File: src/rtl/elevator_pkg.sv
// Shared encodings for the elevator controller and its call panel.
// Floor codes, direction constants and the call-panel state enum.
package elevator_pkg;

    typedef enum logic [1:0] {
        F0 = 2'd0,
        F1 = 2'd1,
        F2 = 2'd2,
        F3 = 2'd3
    } floor_e;

    localparam logic UP   = 1'b0;
    localparam logic DOWN = 1'b1;

    typedef enum logic [1:0] {
        IDLE  = 2'd0,
        REQ   = 2'd1,
        DWELL = 2'd2
    } panel_state_e;

    function automatic logic [3:0] floor_bit(input logic [1:0] f);
        return 4'b0001 << f;
    endfunction

endpackage

File: src/rtl/elevator_call_panel_if.sv
// Signal bundle between buttons/controller and the call panel.
// slave = panel side, master = driver of buttons and controller status.
interface elevator_call_panel_if;

    logic [3:0] btn;
    logic [1:0] floor;
    logic       dir;
    logic       ra;
    logic       rb;
    logic       rc;
    logic       rd;
    logic [3:0] pending;
    logic       door_open;
    logic       busy;

    modport slave (
        input  btn,
        input  floor,
        input  dir,
        output ra,
        output rb,
        output rc,
        output rd,
        output pending,
        output door_open,
        output busy
    );

    modport master (
        output btn,
        output floor,
        output dir,
        input  ra,
        input  rb,
        input  rc,
        input  rd,
        input  pending,
        input  door_open,
        input  busy
    );

endinterface

File: src/rtl/elevator_call_panel_scan_pick.sv
// SCAN target selection: continue in the current direction, else reverse.
// The current floor itself is never picked; the panel serves it directly.
module scan_pick
    import elevator_pkg::*;
(
    input  logic [3:0] pending,
    input  logic [1:0] floor,
    input  logic       dir,
    output logic [1:0] target,
    output logic       valid
);

    logic [1:0] above_t;
    logic [1:0] below_t;
    logic       above_v;
    logic       below_v;

    always_comb begin
        above_t = '0;
        above_v = 1'b0;
        below_t = '0;
        below_v = 1'b0;
        // Descending scan leaves the nearest floor above in above_t
        for (int i = 3; i >= 0; i--) begin
            if (pending[i] && (i > int'(floor))) begin
                above_v = 1'b1;
                above_t = i[1:0];
            end
        end
        for (int i = 0; i < 4; i++) begin
            if (pending[i] && (i < int'(floor))) begin
                below_v = 1'b1;
                below_t = i[1:0];
            end
        end
        valid = above_v | below_v;
        if (dir == DOWN) begin
            target = below_v ? below_t : above_t;
        end else begin
            target = above_v ? above_t : below_t;
        end
    end

endmodule

File: src/rtl/elevator_call_panel.sv
// Call panel: pending-call register, SCAN target FSM and door dwell timer.
// Drives one registered request line toward the controller per trip.
module elevator_call_panel
    import elevator_pkg::*;
#(
    parameter int DWELL_CYCLES = 4
) (
    input logic                   clk,
    input logic                   rst,
    elevator_call_panel_if.slave  bus
);

    localparam int CW = $clog2(DWELL_CYCLES + 1);
    localparam logic [CW-1:0] DWELL_LOAD = CW'(DWELL_CYCLES - 1);

    panel_state_e  state_q;
    panel_state_e  state_d;
    logic [1:0]    target_q;
    logic [1:0]    target_d;
    logic [CW-1:0] cnt_q;
    logic [CW-1:0] cnt_d;
    logic [3:0]    pending_q;
    logic [3:0]    pending_d;
    logic [3:0]    req_q;
    logic [3:0]    req_d;
    logic          door_q;
    logic          busy_q;
    logic [3:0]    clr;
    logic [1:0]    pick_target;
    logic          pick_valid;

    scan_pick u_pick (
        .pending (pending_q),
        .floor   (bus.floor),
        .dir     (bus.dir),
        .target  (pick_target),
        .valid   (pick_valid)
    );

    always_comb begin
        state_d  = state_q;
        target_d = target_q;
        cnt_d    = cnt_q;
        clr      = '0;
        unique case (state_q)
            IDLE: begin
                if (pending_q[bus.floor]) begin
                    state_d = DWELL;
                    clr     = floor_bit(bus.floor);
                    cnt_d   = DWELL_LOAD;
                end else if (pick_valid) begin
                    state_d  = REQ;
                    target_d = pick_target;
                end
            end
            REQ: begin
                if (bus.floor == target_q) begin
                    state_d = DWELL;
                    clr     = floor_bit(target_q);
                    cnt_d   = DWELL_LOAD;
                end
            end
            DWELL: begin
                // Holding the current floor's clear absorbs repeat presses
                clr = floor_bit(bus.floor);
                if (cnt_q == '0) begin
                    state_d = IDLE;
                end else begin
                    cnt_d = cnt_q - 1'b1;
                end
            end
            default: begin
                state_d = IDLE;
            end
        endcase
        pending_d = (pending_q | bus.btn) & ~clr;
        req_d     = (state_d == REQ) ? floor_bit(target_d) : 4'b0000;
    end

    always_ff @(posedge clk) begin
        if (!rst) begin
            state_q   <= IDLE;
            target_q  <= '0;
            cnt_q     <= '0;
            pending_q <= '0;
            req_q     <= '0;
            door_q    <= 1'b0;
            busy_q    <= 1'b0;
        end else begin
            state_q   <= state_d;
            target_q  <= target_d;
            cnt_q     <= cnt_d;
            pending_q <= pending_d;
            req_q     <= req_d;
            door_q    <= (state_d == DWELL);
            busy_q    <= (state_d != IDLE);
        end
    end

    assign bus.ra        = req_q[0];
    assign bus.rb        = req_q[1];
    assign bus.rc        = req_q[2];
    assign bus.rd        = req_q[3];
    assign bus.pending   = pending_q;
    assign bus.door_open = door_q;
    assign bus.busy      = busy_q;

endmodule

File: src/flat_wrapper.sv
// flat-port wrapper written by rule: the top's interface ports become plain ports
module elevator_call_panel_flat import elevator_pkg::*;
#(
    parameter int DWELL_CYCLES = 4
)
  (clk, rst, bus_btn, bus_floor, bus_dir, bus_ra, bus_rb, bus_rc, bus_rd, bus_pending, bus_door_open, bus_busy);
  elevator_call_panel_if bus_i ();
  input logic clk;
  input logic rst;
  input wire logic [$bits(bus_i.btn)-1:0] bus_btn;
  input wire logic [$bits(bus_i.floor)-1:0] bus_floor;
  input wire logic [$bits(bus_i.dir)-1:0] bus_dir;
  output wire logic [$bits(bus_i.ra)-1:0] bus_ra;
  output wire logic [$bits(bus_i.rb)-1:0] bus_rb;
  output wire logic [$bits(bus_i.rc)-1:0] bus_rc;
  output wire logic [$bits(bus_i.rd)-1:0] bus_rd;
  output wire logic [$bits(bus_i.pending)-1:0] bus_pending;
  output wire logic [$bits(bus_i.door_open)-1:0] bus_door_open;
  output wire logic [$bits(bus_i.busy)-1:0] bus_busy;
  assign bus_i.btn = bus_btn;
  assign bus_i.floor = bus_floor;
  assign bus_i.dir = bus_dir;
  assign bus_ra = bus_i.ra;
  assign bus_rb = bus_i.rb;
  assign bus_rc = bus_i.rc;
  assign bus_rd = bus_i.rd;
  assign bus_pending = bus_i.pending;
  assign bus_door_open = bus_i.door_open;
  assign bus_busy = bus_i.busy;
  elevator_call_panel #(.DWELL_CYCLES(DWELL_CYCLES)) u_core (.clk(clk), .rst(rst), .bus(bus_i));
endmodule
File: config.mk
export PLATFORM = sky130hd
export DESIGN_NAME = elevator_call_panel_flat
export DESIGN_NICKNAME = d
export VERILOG_FILES = /design/src/rtl/elevator_pkg.sv /design/src/rtl/elevator_call_panel_if.sv /design/src/rtl/elevator_call_panel_scan_pick.sv /design/src/rtl/elevator_call_panel.sv /design/src/flat_wrapper.sv
export SDC_FILE = /design/constraint.sdc
export NUM_CORES = 1
export LEC_CHECK = 0
export ABC_AREA = 1
export BUFFER_PORTS_ARGS = -buffer_cell sky130_fd_sc_hd__buf_2
export CAP_MARGIN = 10
export CORE_MARGIN = 2
export CORE_UTILIZATION = 55
export CTS_BUF_LIST = sky130_fd_sc_hd__clkbuf_4
export DETAILED_ROUTE_END_ITERATION = 8
export GPL_TIMING_DRIVEN = 0
export PLACE_DENSITY = 0.79
export SETUP_SLACK_MARGIN = 0.4
export SLEW_MARGIN = 20
export SYNTH_ARGS = -nofsm -noshare
export SYNTH_HDL_FRONTEND = slang
export SYNTH_SLANG_ARGS = --single-unit
File: constraint.sdc
create_clock -name clk -period 1.4 [get_ports clk]
set_input_delay 0.21 -clock clk [delete_from_list [all_inputs] [get_ports clk]]
set_output_delay 0.21 -clock clk [all_outputs]
set_load 0.02 [all_outputs]
==> metrics.md <==
| Metric | Value |
|---|---|
| Outcome | finished clean |
| R2r setup slk | between 0.05 and 0.06 ns |
| H-tree depth | 1 |
| Post-route cell area | 1480 sq um |
| DRT Wirelength | 2860 microns |
| Ys Warns | 0 |
| GPL Wtd Cong | 0.865 |
| Total die area | 2160 sq um |
| Maximum root-to-sink buffer count | 2 |
| CP delay by family, top | simple AND/OR/NAND/NOR gates |
| Vias | 1123 |
| Synth cell types | 28 |
| Non-filler instance count after layout | 202 |
| Core ar. | 1710 sq um |
| Most frequent cells after synthesis | nand2_1 (37), nor2_1 (23), dfxtp_1 (17), inv_1 (17), o21ai_0 (8) |
| Crit end category | flop |
| Sw Ratio | 44.5% |
| Post-synth EDFFs | 0 |
| First-pass GRT wire length | 3710 microns |
| CTS hold repair buffers | 0 |
| Max rail drop VDD | about 1.5 mV |
| Synth Cell Area | 995 sq um |
| Endpoints failing setup | 0 |
| Post-synthesis xor/xnor area fraction | 1.76% |
| Post-synthesis compound-gate area fraction | 14.3% |
| Max cap viols | 0 |
| CP arrival | 1.54 ns |
| DRT iter0 DRCs | 33 |
| Drt pass-1 iters | 4 |
| GR Overflow Total | 0 |
| Worst-path cell chain | xnor2_1 > nand2_1 > nand2_2 > nand3_4 > o21ai_1 > a21oi_1 |
| Layout Nets | 189 |
| Pwr Density | 1700 nW/um^2 |
| Top-count cell post-synth | nand2_1 |
| Synth Register Bits | 17 |
| WL met1 | about 1100 microns |
| CTS tree | done |
| Headroom to the max-slew limit | approximately 80% |
| Ys flop type | dfxtp_1 |
| Clock share of power | 10.6% |
| Main combinational cell family by area after synthesis | simple AND/OR/NAND/NOR gates |
| Adder-Cell Fraction of Synth Area | 2.52% |
| Drt via density | around 5.6 |
| HPWL Detailed | 1610 microns |
| Largest net degree at the start of global routing | 11 |
| Share of the synthesized area in the top cell type | 34.2% |
| Fmax | 744 MHz |
| Top cells by area, synth | dfxtp_1 (34%), nand2_1 (14%), nor2_1 (8.7%) |
| Critical path class | flop to flop |
| Worst path slowest cell | dfxtp_4 |
| ANT cells | 0 |
| Reg clk slew, reported paths | 0.10 ns |
| HP Class | primary input to flop |
| Final worst slack | 0.0551 ns |
| Root Buffer | clkbuf_4 |
| Met2 WL | 1430 microns |
| Unrepaired setup endpoints after global routing | true |
| FFs w/ async S/R, synth | 0% |
| Placement Cell Area | about 1200 sq um |
| Sum of negative setup slack | 0 ns |
| Mean post-synth cell area | approximately 6.9 sq um |
| Final Hold Fails | 0 |
| Startpoint Class | flop |
| Leak | 0.684 nW |
| Share of power burned in registers | about 30% |
| Combinational share of power | approximately three fifths |
| Ports | 19 |
| DP Worst Slack | 0.107 ns |
| Met3 wire length | approximately 210 microns |
| Multiplexer share of the synthesized area | 0% |
| Max incr delay on CP | 0.37 ns |
| Simple-gate share of the synthesized area | 36.6% |
| Die Ht | 46.5 microns |
| CTS buffer count | 3 |
| Clock sink total | 17 |
| Antenna violations before repair | 0 |
| Post-Route Skew | 0.00176 ns |
| Post-Synthesis Cells | 145 |
| Placed Cells | 186 |
| Post-route DRC | 0 |
| Top layer reached by signal wires | met4 |
| Int Power | about 0.0014 W |
| Period utilization | a little over nine tenths |
| Yosys top cell by area | dfxtp_1 |
| Vias in the first global route | 900 |
| Die X | 46.5 microns |
| Worst-path fanout max | 4 |
| Area grow syn2layout | 48.8% |
| Rows | 15 |
| Min cycle time layout | 1.34 ns |
| GRT Total Usage | 24.2% |
| Syn Nets | 156 |
| Net switching power | 0.00112 W |
| Port Buffers | 16 |
| Crit path buf inv count | 0 |
| Crit path required time | 1.59 ns |
| Pin slew with the least headroom to its limit | 0.297 ns |
| Routed Antenna Nets | 0 |
| Insertion delay to the later sink of the worst-skew pair | 0.29 ns |
| Share of cells above drive strength 1 | 55.4% |
| Register area share after synthesis | 34.2% |
| Pins Over Slew Limit | 0 |
| Initial Util | 58.2% |
| Routed len/inst | about 14 microns |
## stage by stage
step / power [W] / utilization, % / hold slack, ns
3_3_place_gp: 0.00163 / 68.4 / 0.458
2_1_floorplan: 0.00147 / - / 0.336
3_5_place_dp: 0.00168 / 68.4 / 0.467
4_1_cts: 0.00214 / 76.1 / 0.214
6_report: 0.00251 / 86.7 / 0.227
5_1_grt: 0.00267 / 86.7 / 0.224
## layout make-up
type | count | area, sq um
multi-input cells | 105 | 714
plain buffers | 2 | 22.5
well taps | 25 | 31.3
clock buffers | 3 | 22.5
fillers | 83 | 228
inverters | 21 | 86.3
flip-flops and latches | 17 | 369
repair buffers | 28 | 229
clock inverters | 1 | 5.00
## power groups by stage
| stage | combinational (W) | sequential [W] | clock [W] |
|---|---|---|---|
| after floorplan | 0.000691 | 0.000774 | 0 |
| after global placement | 0.000921 | 0.000711 | 0 |
| after detailed placement | 0.000956 | 0.000719 | 0 |
| after CTS | 0.00116 | 0.000719 | 0.000265 |
| after global routing | 0.00160 | 0.000775 | 0.000293 |
| final | 0.00148 | 0.000763 | 0.000266 |
## placed cells by master, fill, tap and decap left out, types with 4 or more instances in the layout
cell | synthesis | layout
a21oi_1 | 4 | 4
buf_2 | 0 | 6
buf_4 | 0 | 13
buf_6 | 2 | 11
dfxtp_1 | 17 | 6
dfxtp_2 | 0 | 5
dfxtp_4 | 0 | 6
inv_1 | 17 | 13
inv_2 | 2 | 6
nand2_1 | 37 | 22
nand2_2 | 5 | 20
nand3_4 | 1 | 4
nor2_1 | 23 | 16
nor2_2 | 1 | 6
o21ai_0 | 8 | 5
## layer usage
layer	vias to the layer above	GRT usage (%)
li1	528	-
met1	507	29.3
met2	66	41.7
met3	22	4.31
met4	0	9.71
met5	-	0
## registers in the layout (all words and copies together), names as in the netlist
signal                cells
u_core.cnt_q              3
u_core.bus.busy           1
u_core.req_q              4
u_core.bus.pending        4
u_core.state_q            2
u_core.target_q           2
u_core.bus.door_open      1
## worst paths after layout
kind	endpoint	from	cells past startpoint
worst max-delay path	u_core.cnt_q[2]	u_core.target_q[1]	6
worst min-delay path	u_core.bus.pending[3]	bus_btn[3]	3
worst max register to register	u_core.cnt_q[2]	u_core.target_q[1]	6
worst min register to register	u_core.cnt_q[2]	u_core.cnt_q[2]	2
## tightest hold or removal path: stages
cell     delay, ns
buf_2         0.09
o21ai_0       0.13
nor3_1        0.05
## kinds of logic (layout without fill, tap and decap cells)
group,Yosys count,in the layout
fa+ha+maj,2,2
simple gates,79,79
buf+inv,23,55
xor+xnor,2,2
flops,17,17
compound gates,22,22
## what timing repair did
| action | CTS | global route |
|---|---|---|
| gates resized for setup | 15 | 44 |
| buffers inserted | 8 | 4 |
| pin swaps | 6 | 23 |
| setup endpoints to repair | 21 | 27 |
No activity file was read; power rests on OpenSTA's default activity.
